`src/rtl/hamming_dec_arbiter.sv`:
```
// ============================================================================
// Module      : hamming_dec_arbiter
// Description : Round-robin sharing of one Hamming(7,4) decoder between two
//               receive channels, with a one-deep output register and
//               per-channel saturating error counters.
// Revision    : 1.0 - initial release
// ============================================================================
`default_nettype none

module hamming_dec_arbiter #(
    parameter int CNT_W = 8
) (
    input  logic             clk,
    input  logic             rst,
    input  logic             en,
    input  logic             clr_cnt,
    input  logic             ch0_valid,
    input  logic [6:0]       ch0_data,
    output logic             ch0_ready,
    input  logic             ch1_valid,
    input  logic [6:0]       ch1_data,
    output logic             ch1_ready,
    output logic             out_valid,
    input  logic             out_ready,
    output logic [3:0]       out_data,
    output logic             out_err,
    output logic             out_ch,
    output logic [CNT_W-1:0] err_cnt0,
    output logic [CNT_W-1:0] err_cnt1
);

    typedef enum logic [0:0] {
        S_EMPTY = 1'b0,
        S_FULL  = 1'b1
    } state_t;

    localparam logic [CNT_W-1:0] C_CNT_MAX = '1;

    state_t           r_state;
    state_t           w_state_nxt;
    logic             r_last_grant;
    logic [3:0]       r_data;
    logic             r_err;
    logic             r_ch;
    logic [CNT_W-1:0] r_cnt0;
    logic [CNT_W-1:0] r_cnt1;

    logic             w_space;
    logic             w_gnt_en;
    logic             w_gnt_ch;
    logic             w_accept;
    logic [6:0]       w_cw;
    logic [2:0]       w_syn;
    logic [6:0]       w_fixed;
    logic [3:0]       w_data;
    logic             w_err;

    // Arbitration: a lone requester always wins; contention goes to the
    // channel that was not granted last.
    always_comb begin
        w_space  = (r_state == S_EMPTY) | out_ready;
        w_gnt_en = ~rst & en & w_space;
        if (ch0_valid & ch1_valid) begin
            w_gnt_ch = ~r_last_grant;
        end else begin
            w_gnt_ch = ch1_valid;
        end
        ch0_ready = w_gnt_en & ~w_gnt_ch;
        ch1_ready = w_gnt_en & w_gnt_ch;
        w_accept  = (ch0_ready & ch0_valid) | (ch1_ready & ch1_valid);
    end

    // Syndrome value equals the 1-based position of a single flipped bit.
    always_comb begin
        w_cw     = w_gnt_ch ? ch1_data : ch0_data;
        w_syn[0] = w_cw[0] ^ w_cw[2] ^ w_cw[4] ^ w_cw[6];
        w_syn[1] = w_cw[1] ^ w_cw[2] ^ w_cw[5] ^ w_cw[6];
        w_syn[2] = w_cw[3] ^ w_cw[4] ^ w_cw[5] ^ w_cw[6];
        for (int i = 0; i < 7; i++) begin
            w_fixed[i] = w_cw[i] ^ (w_syn == 3'(i + 1));
        end
        w_data = {w_fixed[6], w_fixed[5], w_fixed[4], w_fixed[2]};
        w_err  = |w_syn;
    end

    always_comb begin
        w_state_nxt = r_state;
        case (r_state)
            S_EMPTY: if (w_accept) w_state_nxt = S_FULL;
            S_FULL:  if (out_ready & ~w_accept) w_state_nxt = S_EMPTY;
            default: w_state_nxt = S_EMPTY;
        endcase
    end

    always_ff @(posedge clk) begin
        if (rst) begin
            r_state      <= S_EMPTY;
            r_last_grant <= 1'b1;
            r_data       <= 4'd0;
            r_err        <= 1'b0;
            r_ch         <= 1'b0;
            r_cnt0       <= '0;
            r_cnt1       <= '0;
        end else begin
            r_state <= w_state_nxt;
            if (w_accept) begin
                r_data       <= w_data;
                r_err        <= w_err;
                r_ch         <= w_gnt_ch;
                r_last_grant <= w_gnt_ch;
            end
            if (clr_cnt) begin
                r_cnt0 <= '0;
                r_cnt1 <= '0;
            end else if (w_accept & w_err) begin
                if (~w_gnt_ch && r_cnt0 != C_CNT_MAX) r_cnt0 <= r_cnt0 + 1'b1;
                if (w_gnt_ch && r_cnt1 != C_CNT_MAX)  r_cnt1 <= r_cnt1 + 1'b1;
            end
        end
    end

    assign out_valid = (r_state == S_FULL);
    assign out_data  = r_data;
    assign out_err   = r_err;
    assign out_ch    = r_ch;
    assign err_cnt0  = r_cnt0;
    assign err_cnt1  = r_cnt1;

endmodule

`default_nettype wire

```
`config.mk`:
```
export PLATFORM = sky130hd
export DESIGN_NAME = hamming_dec_arbiter
export DESIGN_NICKNAME = d
export VERILOG_FILES = /design/src/rtl/hamming_dec_arbiter.sv
export SDC_FILE = /design/constraint.sdc
export NUM_CORES = 1
export LEC_CHECK = 0
export BUFFER_PORTS_ARGS = -buffer_cell sky130_fd_sc_hd__buf_4
export CAP_MARGIN = 20
export CORE_MARGIN = 2
export CORE_UTILIZATION = 52
export CTS_CLUSTER_SIZE = 28
export DETAILED_ROUTE_END_ITERATION = 8
export MAX_ROUTING_LAYER = met4
export PLACE_DENSITY = 0.81
export SLEW_MARGIN = 30
export SYNTH_ARGS = -nofsm -noshare
export SYNTH_HDL_FRONTEND = slang
export SYNTH_SLANG_ARGS = --single-unit
```
`constraint.sdc`:
```
create_clock -name clk -period 5.1 [get_ports clk]
set_input_delay 0.255 -clock clk [delete_from_list [all_inputs] [get_ports clk]]
set_output_delay 0.255 -clock clk [all_outputs]
set_load 0.01 [all_outputs]
```
==> results_dict.tcl <==
set metrics [dict create \
    finalCritPeriodShare_pct 41.6 \
    gp_congestion 0.942 \
    wl_per_cell_um 14.0 \
    holdPathStages 2 \
    end_kind "flip-flop" \
    synth_seq_cells 24 \
    path_common_cell "nand3_1" \
    syn-num-nets 203 \
    cp_max_fo 12 \
    path_cells "ha_1 -> nand3_1 -> nor2_1 -> nor3_1 -> nand3_1 -> or4_1 -> a21oi_1" \
    routed_wl_um 3540 \
    vias 1535 \
    rsz0062_at_grt "false" \
    cts_max_path_buffers 2 \
    first_iter_violations 97 \
    drc_errors 4 \
    violations "design-rule violations" \
    worst_path_max_delay_cell "or4_1" \
    p_per_area_nw_per_um2 206 \
    rr_startpoint "err_cnt0[0]$_SDFFE_PP0P_" \
    status "finished, violations left" \
    grt_pass1_vias 1407 \
    final_hold_viol_count 0 \
    required_ns 5.34 \
    start_kind "flip-flop" \
    ys_seq_area_share_pct 31.7 \
    fin_crit_ns 2.12 \
    via_per_inst 6.09 \
    syn_to_final_growth_pct 24.0 \
    grt_pass1_wl_um 5810 \
    syn_inst 180 \
    rows 19 \
    max_stage_delay_ns 0.57 \
    clkLatencyLatePin_ns 0.31 \
    finalSetupTns_ns 0 \
    postLayoutSetupSlackWorst_ns 2.98 \
    timing.fmax_ghz 0.471 \
    slew_headroom_pct 40.1 \
    synthesis.area_sq_um 1510 \
    timing_worst_setup_path_type "reg2reg" \
    r2r_end "err_cnt0[5]$_SDFFE_PP0P_" \
    synth_edf_count 0 \
    die_area_sq_um 3360 \
    root_buffer "clkbuf_4" \
    io_buffers 45 \
    grt_max_degree 17 \
    grtUsageTotal_pct 22.1 \
    antenna_cells 0 \
    worstHoldEndpoint "out_err$_SDFFE_PP0P_" \
    io_pins 46 \
    die_h_um 58.0 \
    layout-drive-gt1-share_pct 26.2 \
    leakage_nw 0.754 \
    fillers 235 \
    initial_core_util_pct 54.9 \
    regToRegSetupSlack_ns 2.98 \
    postCtsResizedCells 0 \
    clock_skew_ns 0.00857 \
    hold_buffers 0 \
    synthTopCellsByArea "dfxtp_1 (32%), xor2_1 (6.9%), xnor2_1 (5.2%), mux2i_1 (4.0%), nand3_1 (4.0%)" \
    overflow 0 \
    fp.coreArea_sq_um 2760 \
    arrival_ns 2.37 \
    final_antenna_net_count 0 \
    synth.distinct_cells 39 \
    hold_class "in2reg" \
    place_hpwl_um 2800 \
    maxCapViolations 0 \
    synth_top_cell_by_area "dfxtp_1" \
    post_cts_buffers 0 \
    die_w_um 58.0 \
    r2r_cells 7 \
    async_reset_ff_share_pct 0 \
    firstDrtPassIters 6 \
    setup_violations 0 \
    ys_warn_count 0 \
    dp_slack_ns 2.76 \
    tightest_slew_ns 0.894 \
    min_from "rst" \
    numCtsBuffers 3 \
    htree_levels 1 \
    vdd_drop_max_mv 0.170 \
    syn_avg_cell_area_sq_um 8.41 \
    ys.flop_type "dfxtp_1" \
    slew_viol_final 0 \
    cts.sinks 24 \
    fin_nets 246 \
    tritoncts "yes" \
    cts.clk_slew.worst_paths_ns 0.13 \
    antenna_found_initial 0 \
    synth_top_area_share_pct 31.7 \
]
stage by stage:
stage          power (mW)  area (sq um)  hold slack [ns]  cells  utilization [%]
3_5_place_dp        0.308          1860            0.461    249             67.3
6_report            0.386          1880            0.179    252             68.1
3_3_place_gp        0.304          1850            0.451    249             67.2
5_1_grt             0.404          1880            0.170    252             68.1
4_1_cts             0.386          1880            0.171    252             68.1
2_1_floorplan       0.269          1510            0.429    180                -
synth_stat cells, types with 2 or more instances:
cell type   n
clkbuf_1    5
nor2_1     13
and3_1      2
nand3b_1    4
xor2_2      3
or3_1       3
inv_1       3
or4_1       8
o31ai_1     6
dfxtp_1    24
nand2_1    14
xor2_1     12
o22ai_1     2
a21oi_1     8
o211ai_1    5
o21ai_0    11
ha_1        2
nand4_1     3
nand3_1    12
xnor2_1     9
nor3_1      8
mux2i_1     6
worst max path at each step:
stage / to / slack (ns) / startpoint
2_1_floorplan: err_cnt1[4]$_SDFFE_PP0P_ / 3.14 / err_cnt1[0]$_SDFFE_PP0P_
3_3_place_gp: out_data[1]$_SDFFE_PP0P_ / 2.66 / ch0_valid
3_5_place_dp: err_cnt0[5]$_SDFFE_PP0P_ / 2.76 / ch0_data[4]
4_1_cts: err_cnt0[5]$_SDFFE_PP0P_ / 2.99 / err_cnt0[0]$_SDFFE_PP0P_
5_1_grt: err_cnt0[7]$_SDFFE_PP0P_ / 2.77 / err_cnt0[0]$_SDFFE_PP0P_
6_report: err_cnt0[5]$_SDFFE_PP0P_ / 2.98 / err_cnt0[0]$_SDFFE_PP0P_
power breakdown:
part           switching, mW  leakage (nW)  total, mW  internal [mW]
registers            0.00420         0.195      0.198          0.194
logic                 0.0576         0.545      0.107         0.0493
clock network         0.0537        0.0138     0.0813         0.0276
critical path, delay by kind of cell, from the launching register on:
kind,cells,cell delay [ns]
AND/OR/NAND/NOR,5,1.27
AO/OA/AOI/OAI,1,0.14
flip-flops,1,0.37
adder cells (fa/ha/maj),1,0.27
flip-flops by register name, indices dropped and copies added, names as in the netlist:
register,count
out_err,1
out_valid,1
out_data,4
r_last_grant,1
err_cnt0,8
out_ch,1
err_cnt1,8
layout by cell type (no fill, tap or decap), drive strengths merged:
cell type  instances
nor3               8
xor2              15
or4b               1
o31ai              6
a31o               1
o41ai              1
nand3b             4
inv                3
nand2b             1
clkbuf             3
o22ai              2
nand2             14
buf               45
mux2               1
nor2              13
o21ai             11
o32ai              1
a211o              1
ha                 2
a311oi             1
o211ai             6
or3                3
xnor2              9
and3               2
and2b              1
nand4              3
o311ai             1
or2                1
dfxtp             24
nor3b              1
a21oi              8
a21boi             1
mux2i              6
a211oi             1
nand3             12
or4                8
kinds of logic (layout without fill, tap and decap cells):
| kind of cell | after synthesis | count (layout) | share of synthesized area (%) |
|---|---|---|---|
| AO/OA/AOI/OAI | 41 | 41 | 17.9 |
| buffers and inverters | 10 | 51 | 3.31 |
| XOR/XNOR | 24 | 24 | 15.4 |
| AND/OR/NAND/NOR | 72 | 72 | 25.4 |
| multiplexers | 7 | 7 | 4.71 |
| flip-flops | 24 | 24 | 31.7 |
| adder cells (fa/ha/maj) | 2 | 2 | 1.65 |
cell type report:
class / instances / area, sq um / area share [%]
Inverter: 3 / 11.3 / 0.600
Clock buffer: 3 / 22.5 / 1.20
Multi-Input combinational cell: 146 / 987 / 52.6
Sequential cell: 24 / 480 / 25.6
Timing Repair Buffer: 45 / 338 / 18.0
Tap cell: 31 / 38.8 / 2.07
per-layer routing:
metal  up-vias  share of wire (%)  global-route usage, %  routed length, um
li1        743                  -                      -                  -
met1       717                 42                   26.3               1500
met2        71                 50                   37.2               1770
met3         4                6.1                   1.79                217
met4         0                1.3                   11.3                 47
met5         -                  0                      -                  0
No activity file was read; power rests on OpenSTA's default activity.
